==> src/rtl/div_pkg.sv <==
// Shared types and helpers for the multicycle divider (div_mc, div_lzc).
package div_pkg;

    typedef enum logic [1:0] {
        DIV  = 2'b00,
        DIVU = 2'b01,
        REM  = 2'b10,
        REMU = 2'b11
    } div_op_t;

    typedef enum logic [2:0] {
        IDLE,
        INIT,
        DIVIDE,
        FIXUP,
        DONE
    } div_state_t;

    function automatic logic op_signed(input div_op_t op);
        return (op == DIV) || (op == REM);
    endfunction

    function automatic logic op_rem(input div_op_t op);
        return (op == REM) || (op == REMU);
    endfunction

endpackage

==> src/rtl/div_lzc.sv <==
// Combinational leading-zero counter; an all-zero input yields W.
module div_lzc #(
    parameter int W     = 32,
    parameter int CNT_W = $clog2(W) + 1
) (
    input  logic [W-1:0]     value,
    output logic [CNT_W-1:0] count
);

    always_comb begin
        count = CNT_W'(W);
        // Scan upward so the highest set bit is the last one to write.
        for (int i = 0; i < W; i++) begin
            if (value[i]) count = CNT_W'(W - 1 - i);
        end
    end

endmodule

==> src/rtl/div_mc.sv <==
// Multicycle radix-2 restoring divider (RISC-V DIV/DIVU/REM/REMU) with valid/ready on both sides.
// Define DIV_EARLY_OUT_EN to skip the dividend's leading zeros using div_lzc.
module div_mc
    import div_pkg::*;
#(
    parameter int D_WIDTH = 32,
    parameter int TAG_W   = 5
) (
    input  logic               clk,
    input  logic               rst,
    input  logic               in_valid,
    output logic               in_ready,
    input  logic [1:0]         div_ctrl,
    input  logic [D_WIDTH-1:0] numerator,
    input  logic [D_WIDTH-1:0] denominator,
    input  logic [TAG_W-1:0]   tag_in,
    output logic               out_valid,
    input  logic               out_ready,
    output logic [D_WIDTH-1:0] result,
    output logic [TAG_W-1:0]   tag_out,
    output logic               busy
);

    localparam int                 CNT_W   = $clog2(D_WIDTH) + 1;
    localparam logic [D_WIDTH-1:0] MIN_INT = {1'b1, {(D_WIDTH-1){1'b0}}};

    div_state_t         state;
    div_op_t            op;
    logic [CNT_W-1:0]   cnt;
    logic [D_WIDTH-1:0] dvd;      // dividend going in, quotient coming out
    logic [D_WIDTH:0]   rem;
    logic [D_WIDTH:0]   den;
    logic [TAG_W-1:0]   tag_q;
    logic               sign_q;
    logic               sign_r;

    logic               accept;
    logic               is_signed;
    logic               den_zero;
    logic               overflow;
    logic               dvd_zero;
    logic               quick;
    logic [D_WIDTH-1:0] abs_n;
    logic [D_WIDTH-1:0] abs_d;
    logic [D_WIDTH:0]   rem_next;
    logic [CNT_W-1:0]   lz;
    logic [D_WIDTH-1:0] quick_res;
    logic [D_WIDTH-1:0] fix_res;

    assign in_ready = (state == IDLE) && !rst;
    assign busy     = (state != IDLE);
    assign accept   = in_valid && in_ready;

    assign is_signed = op_signed(op);
    assign abs_n     = (is_signed && dvd[D_WIDTH-1]) ? -dvd : dvd;
    assign abs_d     = (is_signed && den[D_WIDTH-1]) ? -den[D_WIDTH-1:0] : den[D_WIDTH-1:0];
    assign den_zero  = (den[D_WIDTH-1:0] == '0);
    assign overflow  = is_signed && (dvd == MIN_INT) && (den[D_WIDTH-1:0] == '1);
    assign rem_next  = {rem[D_WIDTH-1:0], dvd[D_WIDTH-1]};

`ifdef DIV_EARLY_OUT_EN
    div_lzc #(
        .W     (D_WIDTH),
        .CNT_W (CNT_W)
    ) u_lzc (
        .value (abs_n),
        .count (lz)
    );
    assign dvd_zero = (abs_n == '0);
`else
    assign lz       = '0;
    assign dvd_zero = 1'b0;
`endif

    assign quick = den_zero || overflow || dvd_zero;

    // NOTE: every variable written here gets a default first, so no path can infer a latch.
    always_comb begin
        quick_res = '0;
        if (den_zero)      quick_res = op_rem(op) ? dvd : '1;
        else if (overflow) quick_res = op_rem(op) ? '0 : dvd;
    end

    always_comb begin
        fix_res = dvd;
        case (op)
            DIV:  fix_res = sign_q ? -dvd : dvd;
            DIVU: fix_res = dvd;
            REM:  fix_res = sign_r ? -rem[D_WIDTH-1:0] : rem[D_WIDTH-1:0];
            REMU: fix_res = rem[D_WIDTH-1:0];
            default: fix_res = dvd;
        endcase
    end

    always_ff @(posedge clk) begin
        if (rst) begin
            state     <= IDLE;
            out_valid <= 1'b0;
            result    <= '0;
            tag_out   <= '0;
            cnt       <= '0;
        end else begin
            case (state)
                IDLE: if (accept) state <= INIT;
                INIT: begin
                    if (quick) begin
                        result    <= quick_res;
                        tag_out   <= tag_q;
                        out_valid <= 1'b1;
                        state     <= DONE;
                    end else begin
                        cnt   <= lz;
                        state <= DIVIDE;
                    end
                end
                DIVIDE: begin
                    cnt <= cnt + CNT_W'(1);
                    if (cnt == CNT_W'(D_WIDTH - 1)) state <= FIXUP;
                end
                FIXUP: begin
                    result    <= fix_res;
                    tag_out   <= tag_q;
                    out_valid <= 1'b1;
                    state     <= DONE;
                end
                DONE: begin
                    if (out_ready) begin
                        out_valid <= 1'b0;
                        state     <= IDLE;
                    end
                end
                default: state <= IDLE;
            endcase
        end
    end

    // NOTE: datapath registers carry no reset; each is loaded at accept or in INIT
    // before the FSM ever reads it, so only control state and visible outputs are reset.
    always_ff @(posedge clk) begin
        if (accept) begin
            op    <= div_op_t'(div_ctrl);
            dvd   <= numerator;
            den   <= {1'b0, denominator};
            tag_q <= tag_in;
        end else if (state == INIT) begin
            dvd    <= abs_n << lz;
            rem    <= '0;
            den    <= {1'b0, abs_d};
            sign_q <= dvd[D_WIDTH-1] ^ den[D_WIDTH-1];
            sign_r <= dvd[D_WIDTH-1];
        end else if (state == DIVIDE) begin
            if (rem_next >= den) begin
                rem <= rem_next - den;
                dvd <= {dvd[D_WIDTH-2:0], 1'b1};
            end else begin
                rem <= rem_next;
                dvd <= {dvd[D_WIDTH-2:0], 1'b0};
            end
        end
    end

endmodule

==> config.mk <==
export PLATFORM = sky130hd
export DESIGN_NAME = div_mc
export DESIGN_NICKNAME = d
export VERILOG_FILES = /design/src/rtl/div_pkg.sv /design/src/rtl/div_lzc.sv /design/src/rtl/div_mc.sv
export SDC_FILE = /design/constraint.sdc
export NUM_CORES = 1
export LEC_CHECK = 0
export ABC_AREA = 1
export BUFFER_PORTS_ARGS = -buffer_cell sky130_fd_sc_hd__buf_2
export CORE_MARGIN = 3
export CORE_UTILIZATION = 55
export CTS_BUF_LIST = sky130_fd_sc_hd__clkbuf_8
export CTS_CLUSTER_SIZE = 20
export DETAILED_ROUTE_END_ITERATION = 8
export PLACE_DENSITY = 0.75
export SYNTH_ARGS = -nofsm -noshare
export SYNTH_HDL_FRONTEND = slang
export SYNTH_SLANG_ARGS = --single-unit
==> constraint.sdc <==
create_clock -name clk -period 8.8 [get_ports clk]
set_clock_uncertainty 0.05 [all_clocks]
set_input_delay 0.88 -clock clk [delete_from_list [all_inputs] [get_ports clk]]
set_output_delay 0.88 -clock clk [all_outputs]
set_load 0.05 [all_outputs]
# Word level (Yosys, flattened, before mapping)
# Index checks and enable logic that the tools add are counted.
# word_totals
reg_bits	152
latch_bits	0
mem_bits_rw	0
rom_bits	0
input_bits	75
word_cells	95
memories	0
# op_classes
add_sub_neg	5
mul	0
n_div	0
order_cmp	1
n_eq_ne	16
n_shift	0
mux	31
bitwise_logic	2
reduce_logical	28
# op_table
cell	count
$mux 32	16
$pmux 32 s4	1
$neg 32->32	3
$eq 32x32->1 const B	2
$pmux 32 s2	1
$ge 33x32->1	1
$logic_not 32->1	1
$sub 32x32->32	1
$pmux 3 s5	1
$mux 3	4
$pmux 6 s2	1
$reduce_and 2->1	6
$ne 2x2->1 const B	5
$pmux 5 s2	1
$reduce_bool 3->1	3
$reduce_bool 2->1	4
$add 6x1->6 const B	1
$eq 3x2->1 const B	2
$eq 6x5->1 const B	1
$logic_and 1x1->1	6
$mux 6	1
$reduce_and 3->1	2
$mux 5	1
$eq 2x2->1 const B	2
other kinds (12)	16

# Logic depth before layout (Yosys ltp)
# Gate-level depths: netlist of run 1.
# logic_depth
word_depth	8
ltp_mapped	17
mapped_depth_nobuf	17

# Worst setup path after synthesis of run 1
# Ideal clock, no wire load.
# synth_timing
path_type	register -> register
from	register state[0]
to	register dvd[10], enable pin
setup_ps	528
t_arrival_ps	4768
required_ps	8222
slack_ps	3454
path_stages_with_launch	8
n_path_buf	1
path_cell_list	dfxtp_1 > inv_2 > nor2_1 > inv_2 > nor2_2 > clkinv_1 > clkbuf_1 > o311ai_0
# synth_between
elab_chain_len	5
word_cells_on_any_way	8
cone_classes	3 x eq/ne; 5 x reduce/logical
# synth_rtl
item	line	source
from (decl)	div_mc.sv:27	div_state_t state;
from (signal assigned)	div_mc.sv:97	state <= IDLE;
from (signal assigned)	div_mc.sv:104	IDLE: if (accept) state <= INIT;
from (signal assigned)	div_mc.sv:110	state <= DONE;
$logic_not 3->1	div_mc.sv:50	assign in_ready = (state == IDLE) && !rst;
$logic_and 1x1->1	div_mc.sv:50	
$logic_and 1x1->1	div_mc.sv:52	assign accept = in_valid && in_ready;
$ne 3x3->1 (no line) or $reduce_bool 3->1 (tied branches)	n/a	
$reduce_and 2->1 (no line) *	n/a	
to (signal assigned)	div_mc.sv:142	dvd <= numerator;
to (signal assigned)	div_mc.sv:146	dvd <= abs_n << lz;
to (signal assigned)	div_mc.sv:154	dvd <= {dvd[D_WIDTH-2:0], 1'b1};
to (decl)	div_mc.sv:30	logic [D_WIDTH-1:0] dvd;
# Every way passes the cells marked *; elsewhere a longest branch is shown, timed or not.
# A chain may end at the register's enable or synchronous reset.

# Worst setup path in the final report of run 1
# layout_timing
from	register dvd[31]
to	register rem[16] (data pin)
# layout_between
elab_chain_len	3
word_cells_on_any_way	4
cone_classes	1 x add/sub; 1 x order compare; 2 x mux
# layout_rtl
item	line	source
$sub 32x32->32 or $ge 33x32->1 (tied branches)	div_mc.sv:153, div_mc.sv:152	
$mux 32 *	div_mc.sv:152	if (rem_next >= den) begin
$mux 32 *	div_mc.sv:151	end else if (state == DIVIDE) begin
to (signal assigned)	div_mc.sv:153	rem <= rem_next - den;
to (signal assigned)	div_mc.sv:156	rem <= rem_next;
to (decl)	div_mc.sv:31	logic [D_WIDTH:0] rem;
# Every way passes the cells marked *; elsewhere a longest branch is shown, timed or not. The select of a mux whose other input is x is not followed.

==> key figures, run 1 <==
Die
  – Die Area: about 24000 um2
  – Core ar.: approximately 21000 um2
  – Row count: 53
  – Die H: 155 um
  – # IOs: 115
  – Width of the chip: 155 um
  – Initial Util: 0.572

Worst hold path
  – Worst Hold Class: flip-flop to flip-flop

CTS
  – CTS buffer count: 17
  – Clock-pin slew on the worst setup and hold paths: approximately 0.090 ns
  – H-Tree Level Count: 4
  – Clk_lat worst skew: 0.48 ns
  – # hold bufs at CTS: 0
  – Post-CTS sizing: 0
  – CTS sink count: 152
  – CTS tree: built
  – Setup Fix Bufs, Post-CTS: 0
  – Clock Path Buffers: 2
  – Root Driver: clkbuf_8

Power
  – Sequential power share: 0.305
  – Internal: around 2300 uW
  – Switching power: roughly 2600 uW
  – Ratio of total power to cell area: between 300 and 400 nW/um2
  – Lkg Pwr: 0.00601 uW
  – Net Sw Frac: 0.536
  – Total design power: slightly below 5000 uW
  – Comb power frac: 0.590
  – Peak VDD IR: 0.202 mV
  – Clock Power Share: 0.106

Global route
  – Pin count of the biggest net entering global routing: 60
  – Initial antenna violation count: 0
  – Total GRT Usage: 0.338
  – Global-route wire length before repair: 64500 um
  – Vias in the first global route: about 12000
  – Remaining Overflow, GRT: 0

Yosys
  – Mapped Cells: between 1500 and 2000
  – Post-synthesis sequential area ratio: 0.334
  – Ys flop type: edfxtp_1
  – Post-synth cell types: 46
  – Post-synth EDFFs: 105
  – Yosys warning total: 0
  – Fraction of registers with async set/reset: 0
  – Synth Net Count: slightly below 2000
  – Synth Area per Inst: 6.68 um2
  – #FFs+latches synth: 152
  – Mapped Area: about 12000 um2

STA
  – Part of the cycle the worst path needs: 0.387
  – # setup viols final: 0
  – Fin crit period: 3.41 ns
  – Worst slew margin: 0.177
  – Max Transition Viols Final: 0
  – FMAX: 0.294 GHz
  – Final hold vios: 0
  – Least-Margin Pin Slew: 1.23 ns
  – Setup_tns: 0 ns
  – RSZ-0062 raised after global routing: no

Flow run
  – Number of max-cap violations: 0

Worst setup path
  – Crit path max fanout: 32
  – Crit path DAT: 3.58 ns
  – CP required: 8.97 ns
  – CP Launch Type: flip-flop
  – Critical Path Sink Type: flip-flop
  – Kind of critical path: flip-flop to flip-flop

Final layout
  – FILL cells: between 2000 and 2500
  – Nets: 2026
  – Ant diodes: 0
  – Area Overhead vs Synth: 8.96%
  – Share of cells above drive strength 1: 0.112
  – Leading cell type in the layout, fill and taps excluded: nand2_1
  – Most frequent cells in the layout: 444 x nand2_1, 238 x nor2_1, 203 x nand3_1

Placement
  – DP HPWL: between 30000 and 40000 um
  – PortBufs: 114
  – RePlAce Congestion: about 1.0

Status
  – Status: complete, no violations

Drt
  – Total wire length: 41700 um
  – Via count: ~13000
  – Drt wl/cell: 18.9 um
  – Number of vias per cell: 5.90
  – First-pass iteration count of the detailed router: 6
  – Number of remaining DRC errors: 0
  – DRC marker count from the first detailed-route iteration: approximately 1300
  – Routed Antenna Nets: 0
[power groups by stage]
stage               clock network, uW  registers (uW)  logic [uW]
global placement                    0            1490        2800
detailed placement                  0            1490        2820
floorplan                           0            1430        2070
global route                      541            1510        3220
finish                            519            1500        2900
CTS                               518            1470        2840
[cell families (layout without fill, tap and decap cells)]
family                   Yosys count  count (layout)  synth area share
flip-flops                       152             152             0.334
AO/OA/AOI/OAI                    329             329             0.152
AND/OR/NAND/NOR                  980             980             0.346
buffers and inverters            279             373            0.0900
adder cells (fa/ha/maj)           38              38            0.0395
XOR/XNOR                          54              54            0.0386
[Yosys cell counts, drive strengths merged, types with 28 or more instances]
master | instances | share of area
clkbuf | 37 | 0.011
nand3 | 211 | 0.090
buf | 28 | 0.013
dfxtp | 47 | 0.077
ha | 37 | 0.038
edfxtp | 105 | 0.26
nor2 | 259 | 0.085
inv | 212 | 0.065
xor2 | 49 | 0.035
o21ai | 143 | 0.058
a21oi | 101 | 0.041
nand4 | 29 | 0.015
o211ai | 43 | 0.026
nand2 | 452 | 0.14
[worst max-delay path, cell delays in order (launching register included)]
cell and delay (ns):
edfxtp_1 0.50, inv_1 0.18, ha_1 0.27, inv_1 0.06
nand3_1 0.05, nand2_1 0.20, nand2_1 0.09, nand2_2 0.11
nand2_1 0.07, nand2_2 0.09, nand3_1 0.09, nand3_2 0.09
nand3_2 0.50, nand2_2 0.30, inv_2 0.24, nor2_1 0.19
nor2_1 0.06
[metrics by stage]
stage / worst slack (ns) / instances / hold slack, ns / util / instance area, um2
6_report: 5.39 / 2201 / 0.448 / 0.623 / 13300
5_1_grt: 5.05 / 2201 / 0.458 / 0.623 / 13300
4_1_cts: 5.40 / 2201 / 0.444 / 0.623 / 13300
3_5_place_dp: 5.06 / 2169 / 0.423 / 0.606 / 13000
3_3_place_gp: 5.14 / 2169 / 0.406 / 0.606 / 13000
2_1_floorplan: 3.45 / 1832 / 0.397 / - / 12200
[area by class of cell]
class | instances | area (um2) | share of cell area
tap | 275 | 344 | 0.0258
clock buffer | 17 | 234 | 0.0175
clock inverter | 15 | 119 | 0.00891
sequential | 152 | 4090 | 0.307
timing repair buffer | 127 | 668 | 0.0501
inverter | 214 | 803 | 0.0602
multi-input combinational | 1401 | 7080 | 0.531
[worst paths after layout]
kind | from | end | slack (ns) | depth (start not counted)
hold / removal | tag_q[4] | tag_out[4] | 0.45 | 2
setup reg to reg | dvd[31] | rem[16] | 5.39 | 16
setup / recovery | dvd[31] | rem[16] | 5.39 | 16
hold reg to reg | tag_q[4] | tag_out[4] | 0.45 | 2
[metal layers]
layer	track usage	up-vias	routed length [um]
li1	-	6302	-
met5	0	-	0
met4	0.156	0	1920
met1	0.455	5892	17100
met3	0.0498	114	3730
met2	0.540	681	18900
[state kept, by name (all words and copies together) (netlist names)]
signal,cells
op,2
sign_q,1
den,32
tag_q,5
rem,32
out_valid,1
result,32
cnt,6
tag_out,5
state,3
sign_r,1
dvd,32
No activity file was read; power rests on OpenSTA's default activity.
==> run 2, diff against run 1 <==
- clock period: 8.8 -> 3.48 ns (I/O delays scaled with it)
==> run 2 against run 1 <==
Against the previous run: worst hold slack worse by 0.35 ns; final area is 1.2% higher; first-iteration DRC count stayed put; global-route usage is 0.45 points higher; critical path type unchanged.
==> key figures, run 2 (synthesis gave the netlist of run 1 again) <==
Status
  – Status: complete, no violations (unchanged)

Final layout
  – Share of cells above drive strength 1: 0.116 (was 0.112)
  – FILL cells: 2059 (was 2069)
  – Area Overhead vs Synth: 10.2% (was 8.96%)
  – Leading cell type in the layout, fill and taps excluded: nand2_1 (unchanged)
  – Nets: 2039 (was 2026)
  – Most frequent cells in the layout: 444 x nand2_1, 238 x nor2_1, 203 x nand3_1 (unchanged)
  – Final Non-Filler Cells: 2214 (was 2201)
  – Ant diodes: 0 (unchanged)
  – Final instance area: 13500 um2 (was 13300 um2)

CTS
  – Clock-pin slew on the worst setup and hold paths: 0.10 ns (was 0.09 ns)
  – Clk_lat worst skew: 0.47 ns (was 0.48 ns)
  – Clock Path Buffers: 2 (unchanged)
  – CTS buffer count: 17 (unchanged)
  – CTS sink count: 152 (unchanged)
  – CTS tree: built (unchanged)
  – H-Tree Level Count: 4 (unchanged)
  – Root Driver: clkbuf_8 (unchanged)

Die
  – Die Area: 24100 um2 (unchanged)
  – # IOs: 115 (unchanged)
  – Row count: 53 (unchanged)
  – Die H: 155 um (unchanged)
  – Initial Util: 0.572 (unchanged)
  – Width of the chip: 155 um (unchanged)
  – Core ar.: 21400 um2 (unchanged)

Placement
  – PortBufs: 114 (unchanged)
  – Post-place instance area: 13100 um2 (was 13000 um2)
  – DP HPWL: 32800 um (was 32200 um)
  – Dpl cells: 2175 (was 2169)
  – RePlAce Congestion: 1.08 (was 1.02)

Drt
  – Routed Antenna Nets: 0 (unchanged)
  – Number of remaining DRC errors: 0 (unchanged)
  – Number of vias per cell: 5.87 (was 5.90)
  – Total wire length: 42000 um (was 41700 um)
  – Via count: 13000 (about the same)
  – First-pass iteration count of the detailed router: 9 (was 6)
  – DRC marker count from the first detailed-route iteration: 1340 (unchanged)
  – Drt wl/cell: 19.0 um (was 18.9 um)

STA
  – Fin crit period: 3.02 ns (was 3.41 ns)
  – Part of the cycle the worst path needs: 0.869 (was 0.387)
  – Min Hold Slack: 0.0998 ns (was 0.448 ns)
  – Max Transition Viols Final: 0 (unchanged)
  – Least-Margin Pin Slew: 1.23 ns (about the same)
  – Worst slew margin: 0.177 (about the same)
  – Final hold vios: 0 (unchanged)
  – RSZ-0062 raised after global routing: no (unchanged)
  – FMAX: 0.331 GHz (was 0.294 GHz)
  – # setup viols final: 0 (unchanged)
  – Setup_tns: 0 ns (unchanged)

Worst hold path
  – Min-Delay Endpoint: den[27] (was tag_out[4])
  – Worst Hold Class: input pin to flip-flop (was flip-flop to flip-flop)
  – Hold wc startpoint: denominator[27] (was tag_q[4])
  – Hold path depth: 3 (was 2)

Worst setup path
  – CP Launch Type: flip-flop (unchanged)
  – Crit path DAT: 3.37 ns (was 3.58 ns)
  – Critical Path Sink Type: flip-flop (unchanged)
  – Most common cell on crit path: nand2_4
  – Reg-to-Reg End: tag_out[1] (was rem[16])
  – CP max stage cell: edfxtp_1 (unchanged)
  – Cell family with most CP delay: simple AND/OR/NAND/NOR gates (unchanged)
  – Bufs and invs on worst path: 2 (was 3)
  – FF-to-FF Start: den[1] (was dvd[31])
  – Cells on worst reg2reg path: 12 (was 16)
  – Worst reg2reg setup slack: 0.46 ns (was 5.39 ns)
  – Crit path max fanout: 42 (was 32)
  – CP cell instances: inv_1 -> ha_1 -> nand3_4 -> nor2_4 -> inv_2 -> nor2_4 -> nand3_2 -> nand2_4 -> nand2_4 -> nand2_4 -> o21ai_0 -> nor2_1 (was inv_1 -> ha_1 -> inv_1 -> nand3_1 -> nand2_1 -> nand2_1 -> nand2_2 -> nand2_1 -> nand2_2 -> nand3_1 -> nand3_2 -> nand3_2 -> nand2_2 -> inv_2 -> nor2_1 -> nor2_1)
  – Kind of critical path: flip-flop to flip-flop (unchanged)
  – Slowest stage delay, CP: 0.45 ns (was 0.50 ns)
  – CP required: 3.82 ns (was 8.97 ns)

Global route
  – Met2 GRT Util: 0.544 (was 0.540)
  – Pin count of the biggest net entering global routing: 53 (was 60)
  – Routing usage on met3: 0.0381 (was 0.0498)
  – Total GRT Usage: 0.343 (was 0.338)
  – Global-route wire length before repair: 65100 um (was 64500 um)
  – GR peak layer: met2 (unchanged)
  – Met1 usage: 0.455 (about the same)
  – Remaining Overflow, GRT: 0 (unchanged)
  – Vias in the first global route: 12300 (was 12000)
  – Initial antenna violation count: 0 (unchanged)

Flow run
  – Number of max-cap violations: 0 (unchanged)

Power
  – Peak VDD IR: 0.464 mV (was 0.202 mV)
  – Lkg Pwr: 0.00610 uW (was 0.00601 uW)
  – Ratio of total power to cell area: 929 nW/um2 (was 368 nW/um2)
run 2: changes by cell type in the layout (fill, tap and decap cells not counted), moves of 2 or more:
cell	delta
buf_4	+5
clkinv_4	+3
clkinvlp_4	-5
dlygate4sd3_1	+7
inv_1	-2
inv_8	+3
run 2: report_power, final:
group / total, uW / switching (uW) / leakage [uW] / internal (uW)
clock network: 1340 / 814 / 0.000187 / 525
registers: 3790 / 795 / 0.00137 / 2990
logic: 7410 / 5100 / 0.00455 / 2300
run 2: through the flow:
stage / setup slack (ns) / total power (uW) / utilization
2_1_floorplan: 0.363 / 8840 / -
3_3_place_gp: 0.608 / 10900 / 0.609
3_5_place_dp: 0.527 / 11000 / 0.609
4_1_cts: 0.515 / 12400 / 0.630
5_1_grt: 0.246 / 13500 / 0.630
6_report: 0.456 / 12500 / 0.630
run 2: layout make-up:
| cell class | instances | area, um2 | share of cell area |
|---|---|---|---|
| Clock buffer | 17 | 234 | 0.0173 |
| Multi-Input combinational cell | 1401 | 7090 | 0.525 |
| Sequential cell | 152 | 4090 | 0.303 |
| Inverter | 214 | 803 | 0.0595 |
| Clock inverter | 15 | 135 | 0.0100 |
| Tap cell | 275 | 344 | 0.0255 |
| Timing Repair Buffer | 140 | 796 | 0.0590 |
run 2: repair_timing:
item | in CTS | in global routing
setup buffers | 0 | 0
hold buffers | 7 | 0
resized for setup | 0 | 0
endpoints found under the hold margin | 7 | 0
run 2: per-layer routing:
layer,vias up,share of wire
met5,-,0
met4,0,0.057
met3,117,0.080
met2,665,0.45
met1,5883,0.41
li1,6323,-
run 2: worst reg2reg max path, delay by kind of cell, from the launching register on:
family          cells  cell delay, ns
simple gates        8            1.80
flops               1            0.45
fa+ha+maj           1            0.25
buf+inv             2            0.21
compound gates      1            0.20
run 2: worst max path at each step:
stage          startpoint          to  slack (ns)  depth (start not counted)
3_3_place_gp      dvd[31]     rem[28]        0.61                         11
6_report           den[1]  tag_out[1]        0.46                         12
4_1_cts            den[1]  result[23]        0.51                         14
3_5_place_dp       den[1]  result[27]        0.53                         14
2_1_floorplan    state[2]     dvd[10]        0.36                          6
5_1_grt            den[1]  result[20]        0.25                         14
